**config.mk**
```make
export PLATFORM = sky130hd
export DESIGN_NAME = alu_issue
export DESIGN_NICKNAME = d
export VERILOG_FILES = /design/src/rtl/tiny16_pkg.sv /design/src/rtl/tiny16_regfile.sv /design/src/rtl/alu_issue.sv
export SDC_FILE = /design/constraint.sdc
export NUM_CORES = 1
export LEC_CHECK = 0
export BUFFER_PORTS_ARGS = -buffer_cell sky130_fd_sc_hd__buf_2
export CAP_MARGIN = 20
export CORE_ASPECT_RATIO = 0.9
export CORE_MARGIN = 2
export CORE_UTILIZATION = 45
export DETAILED_ROUTE_END_ITERATION = 6
export SLEW_MARGIN = 20
export SYNTH_ARGS = -nofsm -noshare
export SYNTH_HDL_FRONTEND = slang
export SYNTH_SLANG_ARGS = --single-unit
```
**constraint.sdc**
```tcl
create_clock -name clk -period 2.6 [get_ports clk]
set_clock_uncertainty 0.15 [all_clocks]
set_input_delay 0.26 -clock clk [delete_from_list [all_inputs] [get_ports clk]]
set_output_delay 0.26 -clock clk [all_outputs]
set_load 0.01 [all_outputs]
```
**src/rtl/tiny16_pkg.sv**
```systemverilog
// tiny16_pkg: opcode, instruction-field and FSM definitions shared by the tiny16 issue stage.
package tiny16_pkg;

    localparam int REG_COUNT = 8;
    localparam int XLEN      = 16;

    localparam int OPC_LSB = 12;
    localparam int RD_LSB  = 9;
    localparam int RS1_LSB = 6;
    localparam int RS2_LSB = 3;
    localparam int AR_BIT  = 2;

    localparam logic [3:0] OP_ADD = 4'h3;
    localparam logic [3:0] OP_SUB = 4'h4;
    localparam logic [3:0] OP_AND = 4'h5;
    localparam logic [3:0] OP_OR  = 4'h6;
    localparam logic [3:0] OP_XOR = 4'h7;
    localparam logic [3:0] OP_NOT = 4'h8;
    localparam logic [3:0] OP_MOV = 4'h9;
    localparam logic [3:0] OP_SHL = 4'hA;
    localparam logic [3:0] OP_SHR = 4'hB;

    typedef logic state_t;
    localparam state_t ST_EMPTY = 1'b0;
    localparam state_t ST_HELD  = 1'b1;

    function automatic logic [3:0] instr_opcode(input logic [XLEN-1:0] i);
        return i[OPC_LSB +: 4];
    endfunction

    function automatic logic [2:0] instr_rd(input logic [XLEN-1:0] i);
        return i[RD_LSB +: 3];
    endfunction

    function automatic logic [2:0] instr_rs1(input logic [XLEN-1:0] i);
        return i[RS1_LSB +: 3];
    endfunction

    function automatic logic [2:0] instr_rs2(input logic [XLEN-1:0] i);
        return i[RS2_LSB +: 3];
    endfunction

    function automatic logic instr_ar(input logic [XLEN-1:0] i);
        return i[AR_BIT];
    endfunction

    function automatic logic is_alu_op(input logic [3:0] op);
        case (op)
            OP_ADD, OP_SUB, OP_AND, OP_OR, OP_XOR,
            OP_NOT, OP_MOV, OP_SHL, OP_SHR: return 1'b1;
            default:                        return 1'b0;
        endcase
    endfunction

endpackage

```
**src/rtl/tiny16_regfile.sv**
```systemverilog
// tiny16_regfile: 8x16 register file, two asynchronous reads, one synchronous write, r0 hardwired to 0.
module tiny16_regfile
    import tiny16_pkg::*;
(
    input  logic            clk,
    input  logic            rst_n,
    input  logic            we,
    input  logic [2:0]      waddr,
    input  logic [XLEN-1:0] wdata,
    input  logic [2:0]      raddr1,
    output logic [XLEN-1:0] rdata1,
    input  logic [2:0]      raddr2,
    output logic [XLEN-1:0] rdata2
);

    logic [XLEN-1:0] mem_q [REG_COUNT];

    // NOTE: this array is reset on purpose - every entry must read 0 straight out of reset,
    // which rules out RAM macros; a plain storage array would normally be left unreset.
    always_ff @(posedge clk or negedge rst_n) begin
        if (!rst_n) begin
            for (int i = 0; i < REG_COUNT; i++) mem_q[i] <= '0;
        end else if (we && waddr != '0) begin
            mem_q[waddr] <= wdata;
        end
    end

    assign rdata1 = (raddr1 == '0) ? '0 : mem_q[raddr1];
    assign rdata2 = (raddr2 == '0) ? '0 : mem_q[raddr2];

endmodule

```
**src/rtl/alu_issue.sv**
```systemverilog
// alu_issue: single-entry hold register plus scoreboard issuing operations to the tiny16 ALU.
// Define ALU_ISSUE_BYPASS_EN to let a same-cycle writeback clear hazards and forward its data.
module alu_issue
    import tiny16_pkg::*;
(
    input  logic        clk,
    input  logic        rst_n,
    input  logic [15:0] instr,
    input  logic        instr_valid,
    output logic        instr_ready,
    input  logic        flush,
    input  logic        wb_en,
    input  logic [2:0]  wb_addr,
    input  logic [15:0] wb_data,
    output logic [3:0]  opcode,
    output logic        ar_flag,
    output logic [15:0] src1,
    output logic [15:0] src2,
    output logic [2:0]  dest,
    output logic        out_en,
    output logic        err_illegal
);

    state_t               state_q, state_d;
    logic [XLEN-1:0]      hold_q, hold_d;
    logic [REG_COUNT-1:0] pending_q, pending_d;
    logic [3:0]           opcode_q, opcode_d;
    logic                 ar_flag_q, ar_flag_d;
    logic [XLEN-1:0]      src1_q, src1_d;
    logic [XLEN-1:0]      src2_q, src2_d;
    logic [2:0]           dest_q, dest_d;
    logic                 out_en_q, out_en_d;
    logic                 err_illegal_q, err_illegal_d;

    logic [3:0]           h_op;
    logic [2:0]           h_rd, h_rs1, h_rs2;
    logic                 h_ar;
    logic [XLEN-1:0]      rf_rdata1, rf_rdata2, opnd1, opnd2;
    logic [REG_COUNT-1:0] wb_mask, byp_mask, pend_eff;
    logic                 hazard;
    logic                 unused_rsvd;

    assign h_op        = instr_opcode(hold_q);
    assign h_rd        = instr_rd(hold_q);
    assign h_rs1       = instr_rs1(hold_q);
    assign h_rs2       = instr_rs2(hold_q);
    assign h_ar        = instr_ar(hold_q);
    assign unused_rsvd = ^hold_q[1:0];

    tiny16_regfile u_regfile (
        .clk    (clk),
        .rst_n  (rst_n),
        .we     (wb_en),
        .waddr  (wb_addr),
        .wdata  (wb_data),
        .raddr1 (h_rs1),
        .rdata1 (rf_rdata1),
        .raddr2 (h_rs2),
        .rdata2 (rf_rdata2)
    );

    // r0 is excluded here so it can never be pending nor forwarded.
    assign wb_mask = (wb_en && wb_addr != '0) ? (REG_COUNT'(1) << wb_addr) : '0;

`ifdef ALU_ISSUE_BYPASS_EN
    assign byp_mask = wb_mask;
`else
    assign byp_mask = '0;
`endif

    assign pend_eff    = pending_q & ~byp_mask;
    assign hazard      = pend_eff[h_rs1] | pend_eff[h_rs2] | pend_eff[h_rd];
    assign opnd1       = byp_mask[h_rs1] ? wb_data : rf_rdata1;
    assign opnd2       = byp_mask[h_rs2] ? wb_data : rf_rdata2;
    assign instr_ready = (state_q == ST_EMPTY);

    always_comb begin
        // NOTE: every *_d gets a default before any branch, so no path can infer a latch.
        state_d       = state_q;
        hold_d        = hold_q;
        pending_d     = pending_q & ~wb_mask;
        opcode_d      = opcode_q;
        ar_flag_d     = ar_flag_q;
        src1_d        = src1_q;
        src2_d        = src2_q;
        dest_d        = dest_q;
        out_en_d      = 1'b0;
        err_illegal_d = 1'b0;

        if (state_q == ST_EMPTY) begin
            if (instr_valid) begin
                hold_d  = instr;
                state_d = ST_HELD;
            end
        end else if (flush) begin
            state_d = ST_EMPTY;
        end else if (!hazard) begin
            state_d = ST_EMPTY;
            if (is_alu_op(h_op)) begin
                opcode_d  = h_op;
                ar_flag_d = h_ar;
                src1_d    = opnd1;
                src2_d    = opnd2;
                dest_d    = h_rd;
                out_en_d  = 1'b1;
                // Applied after the writeback clear so a same-edge set of rd wins.
                if (h_rd != '0) pending_d[h_rd] = 1'b1;
            end else begin
                err_illegal_d = 1'b1;
            end
        end
    end

    // NOTE: state is updated with non-blocking assignments only; blocking here would
    // let later statements observe this edge's new values and create ordering races.
    always_ff @(posedge clk or negedge rst_n) begin
        if (!rst_n) begin
            state_q       <= ST_EMPTY;
            hold_q        <= '0;
            pending_q     <= '0;
            opcode_q      <= '0;
            ar_flag_q     <= 1'b0;
            src1_q        <= '0;
            src2_q        <= '0;
            dest_q        <= '0;
            out_en_q      <= 1'b0;
            err_illegal_q <= 1'b0;
        end else begin
            state_q       <= state_d;
            hold_q        <= hold_d;
            pending_q     <= pending_d;
            opcode_q      <= opcode_d;
            ar_flag_q     <= ar_flag_d;
            src1_q        <= src1_d;
            src2_q        <= src2_d;
            dest_q        <= dest_d;
            out_en_q      <= out_en_d;
            err_illegal_q <= err_illegal_d;
        end
    end

    assign opcode      = opcode_q;
    assign ar_flag     = ar_flag_q;
    assign src1        = src1_q;
    assign src2        = src2_q;
    assign dest        = dest_q;
    assign out_en      = out_en_q;
    assign err_illegal = err_illegal_q;

endmodule

```
==> reports/qor.txt <==
Outcome -> finished clean
Final #Nets -> 819
Total inserted antenna cells -> 0
All-layer global routing usage -> 22.6%
Share of cells above drive strength 1 -> 45.3%
Final GP Congestion -> 0.792
CTS Buf Count -> 17
Post-Syn Area per Cell -> 12.9 um^2
Worst min-delay path startpoint -> wb_data[3]
Post-route fraction of the period consumed by the critical path -> 96.4%
YS warnings -> 0
Total of flip-flops plus latches after synthesis -> 177
Startpoint class of the critical path -> flop
Total Routed Length -> 21,600 um
Critical path cell sequence -> mux4_2 > mux2i_1 > nand2_1 > nor4_4 > buf_4 > buf_12 > mux2_2
Leading cell types by total area after synthesis -> dfrtp_1 52%, mux2_2 26%, a221oi_1 3.0%
Drt first pass iters -> 4
Cell Pwr Density -> 1130 nW/um^2
Die outline width -> 150 um
Number of max-slew violations in the final report -> 0
Worst-margin pin slew -> 0.707 ns
Root Buffer -> clkbuf_16
Post-synthesis cell type with the largest combined area -> dfrtp_1
Number of failing setup endpoints in the final timing report -> 0
Data arrival time of the critical path -> 2.68 ns
Skew-Pair Late Insertion Delay -> 0.44 ns
Number of different library cells in the post-synthesis netlist -> 36
RSZ-0062 raised after global routing -> false
IO Port Bufs -> 80
Required time of the critical path -> 2.77 ns
Number of levels the H-tree was split into -> 4
Critical setup path kind -> reg -> reg
Max Clk Rate -> 399 MHz
Placeable core area -> 18,500 um^2
Worst stage delay on the critical path -> 0.54 ns
Number of hold-slack violations in the final timing report -> 0
Worst hold margin -> 0.0275 ns
Leakage power total -> 4.48 nW
Grt ovf -> 0
Fill cell instance count of the final layout -> 1,569
Antenna violations before repair -> 0
Critical path capture point type -> flop
CP startpoint -> hold_q[6]$_DFFE_PN0P_
Chip height -> 135 um
Worst relative slew slack -> 52.9%
Routed wire per std cell -> 20.8 um
Number of cell rows -> 47
Global-route wire length before repair -> 34,700 um
Area growth syn-to-layout -> 19.8%
Critical Path Fanout Max -> 24
Area share of the leading cell type in the synthesized netlist -> 51.6%
Slowest-stage cell, CP -> mux4_2
DRC violation total after the first TritonRoute iteration -> 404
Clock tree from TritonCTS -> built
Remaining design rule violation count -> 0
Clock period minus final worst setup slack -> 2.51 ns
Largest net degree at the start of global routing -> 74
Number of buffers between clock root and the deepest sink -> 2
Half-perimeter wire length of the detailed placement result -> 13,500 um
Hold crit path type -> in -> reg
Maxcap violations -> 0
Startpoint of the most critical register-to-register path -> hold_q[6]$_DFFE_PN0P_
Number of clock sinks -> 177
Vias in the first global route -> 6,414
Synthesized cell area -> 8590 um^2
Sequential-to-total area share from yosys stat -> 51.6%
Worst supply voltage drop on vdd -> 0.000483 V
Via Count -> 5,937
TNS Setup -> 0 ns
Initial core utilization -> 46.4%
Number of instances in the synthesized netlist -> 664
Clock-pin slew reported for the worst setup and hold paths after clock tree synthesis -> 0.07 ns
Total I/O pin count -> 83
Routed Antenna Nets -> 0
Die footprint -> 20,200 um^2
Post-synthesis net count -> 704
Routed via count divided by cell count -> 5.73
[critical path, delay by kind of cell (launching register included)]
family | cells | cell delay [ns]
multiplexers | 3 | 1.05
flip-flops | 1 | 0.43
AND/OR/NAND/NOR | 2 | 0.38
buffers and inverters | 2 | 0.36
[logic make-up after synthesis]
| family | synth area share [%] |
|---|---|
| AOI/OAI and AO/OA | 9.44 |
| buffers and inverters | 2.96 |
| DFF | 51.6 |
| muxes | 31.5 |
| and+or+nand+nor | 4.50 |
[flip-flops by register name, summed over array words and instances, names as in the netlist, 3 cells and up]
name / count
hold_q: 14
src2: 16
u_regfile.mem_q: 112
src1: 16
pend_eff: 8
opcode: 4
dest: 3
[placed cells by master (no fill, tap or decap), types with 3 or more instances in the layout]
cell type        n
clkbuf_16       17
dlygate4sd3_1   30
nor2_1          35
nand3_1          3
clkinv_2         3
a21oi_1          3
a211oi_1        31
a22o_1           3
inv_1            6
mux2_1          12
buf_12           6
o21ai_0         20
a32o_1           5
buf_4           30
nand2b_1         3
mux2_2         199
mux2i_1         18
nand2_1         24
mux4_2           6
buf_2           79
nor2b_1          7
a221oi_1        29
clkinvlp_4       4
clkinv_4         3
o22ai_1         15
dfrtp_1        176
[worst paths after layout]
| path | to | slack [ns] | cells after the start |
|---|---|---|---|
| setup / recovery | src2[9]$_DFFE_PN0P_ | 0.09 | 7 |
| hold / removal | u_regfile.mem_q[51]$_DFFE_PN0P_ | 0.03 | 2 |
| setup reg to reg | src2[9]$_DFFE_PN0P_ | 0.09 | 7 |
| hold reg to reg | pend_eff[0]$_DFF_PN0_ | 0.33 | 0 |
| max in group asynchronous | src2[7]$_DFFE_PN0P_ | 1.30 | 3 |
| min in group asynchronous | u_regfile.mem_q[97]$_DFFE_PN0P_ | 0.25 | 2 |
[synth_stat cells]
| master | count |
|---|---|
| nand2b_1 | 3 |
| a221oi_1 | 29 |
| a32o_1 | 5 |
| nand2_1 | 24 |
| nor3b_1 | 1 |
| o21bai_1 | 1 |
| and2_1 | 2 |
| mux2_1 | 12 |
| nand3_1 | 3 |
| clkbuf_1 | 31 |
| a22o_1 | 3 |
| inv_1 | 6 |
| a221oi_2 | 1 |
| buf_1 | 6 |
| nand4_1 | 1 |
| dfrtp_1 | 177 |
| mux2_4 | 1 |
| buf_2 | 8 |
| nor3_1 | 3 |
| mux2i_1 | 18 |
| a22oi_1 | 1 |
| clkinv_1 | 1 |
| nor2_1 | 35 |
| buf_6 | 3 |
| a21oi_1 | 3 |
| a211oi_1 | 31 |
| buf_4 | 2 |
| o21ai_0 | 20 |
| a311oi_1 | 1 |
| nor4_4 | 1 |
| mux2_2 | 199 |
| nor2b_1 | 7 |
| mux4_2 | 6 |
| or2_2 | 2 |
| o22ai_1 | 15 |
| and3_1 | 2 |
[power breakdown]
group | internal [mW] | total, mW | switching [mW]
logic | 2.39 | 4.94 | 2.54
clock network | 1.37 | 2.47 | 1.10
registers | 3.61 | 4.21 | 0.602
total | 7.37 | 11.6 | 4.25
[through the flow]
| step | setup slack (ns) | area (um^2) | instances | utilization [%] | total power, mW |
|---|---|---|---|---|---|
| floorplan | 0.257 | 8590 | 664 | - | 7.42 |
| global placement | 0.170 | 9420 | 974 | 50.8 | 8.99 |
| detailed placement | 0.0774 | 9420 | 974 | 50.8 | 9.15 |
| CTS | 0.0701 | 10300 | 1036 | 55.5 | 11.7 |
| global route | 0.00246 | 10300 | 1037 | 55.6 | 12.3 |
| finish | 0.0926 | 10300 | 1037 | 55.6 | 11.6 |
[routing by layer]
metal  GRT usage [%]  up-vias  routed length, um
met3            4.12       33                763
met2            38.3      125              10900
met4            8.99        0                517
li1                -     2707                  -
met1            28.9     3072               9460
met5               0        -                  0
[repair_timing]
item	in CTS	in global routing
setup endpoints to repair	0	33
hold buffers	30	0
setup buffers	0	1
endpoints found under the hold margin	161	0
gates resized for setup	0	1
[area by class of cell]
| cell class | instances | area (um^2) | share of cell area (%) |
|---|---|---|---|
| clock buffers | 20 | 457 | 4.44 |
| repair buffers | 146 | 1050 | 10.2 |
| inverters | 7 | 26.3 | 0.255 |
| multi-input cells | 430 | 3910 | 38.0 |
| clock inverters | 12 | 110 | 1.07 |
| flip-flops and latches | 177 | 4430 | 43.1 |
| well taps | 245 | 307 | 2.98 |
Power figures use the tool's default switching activity.
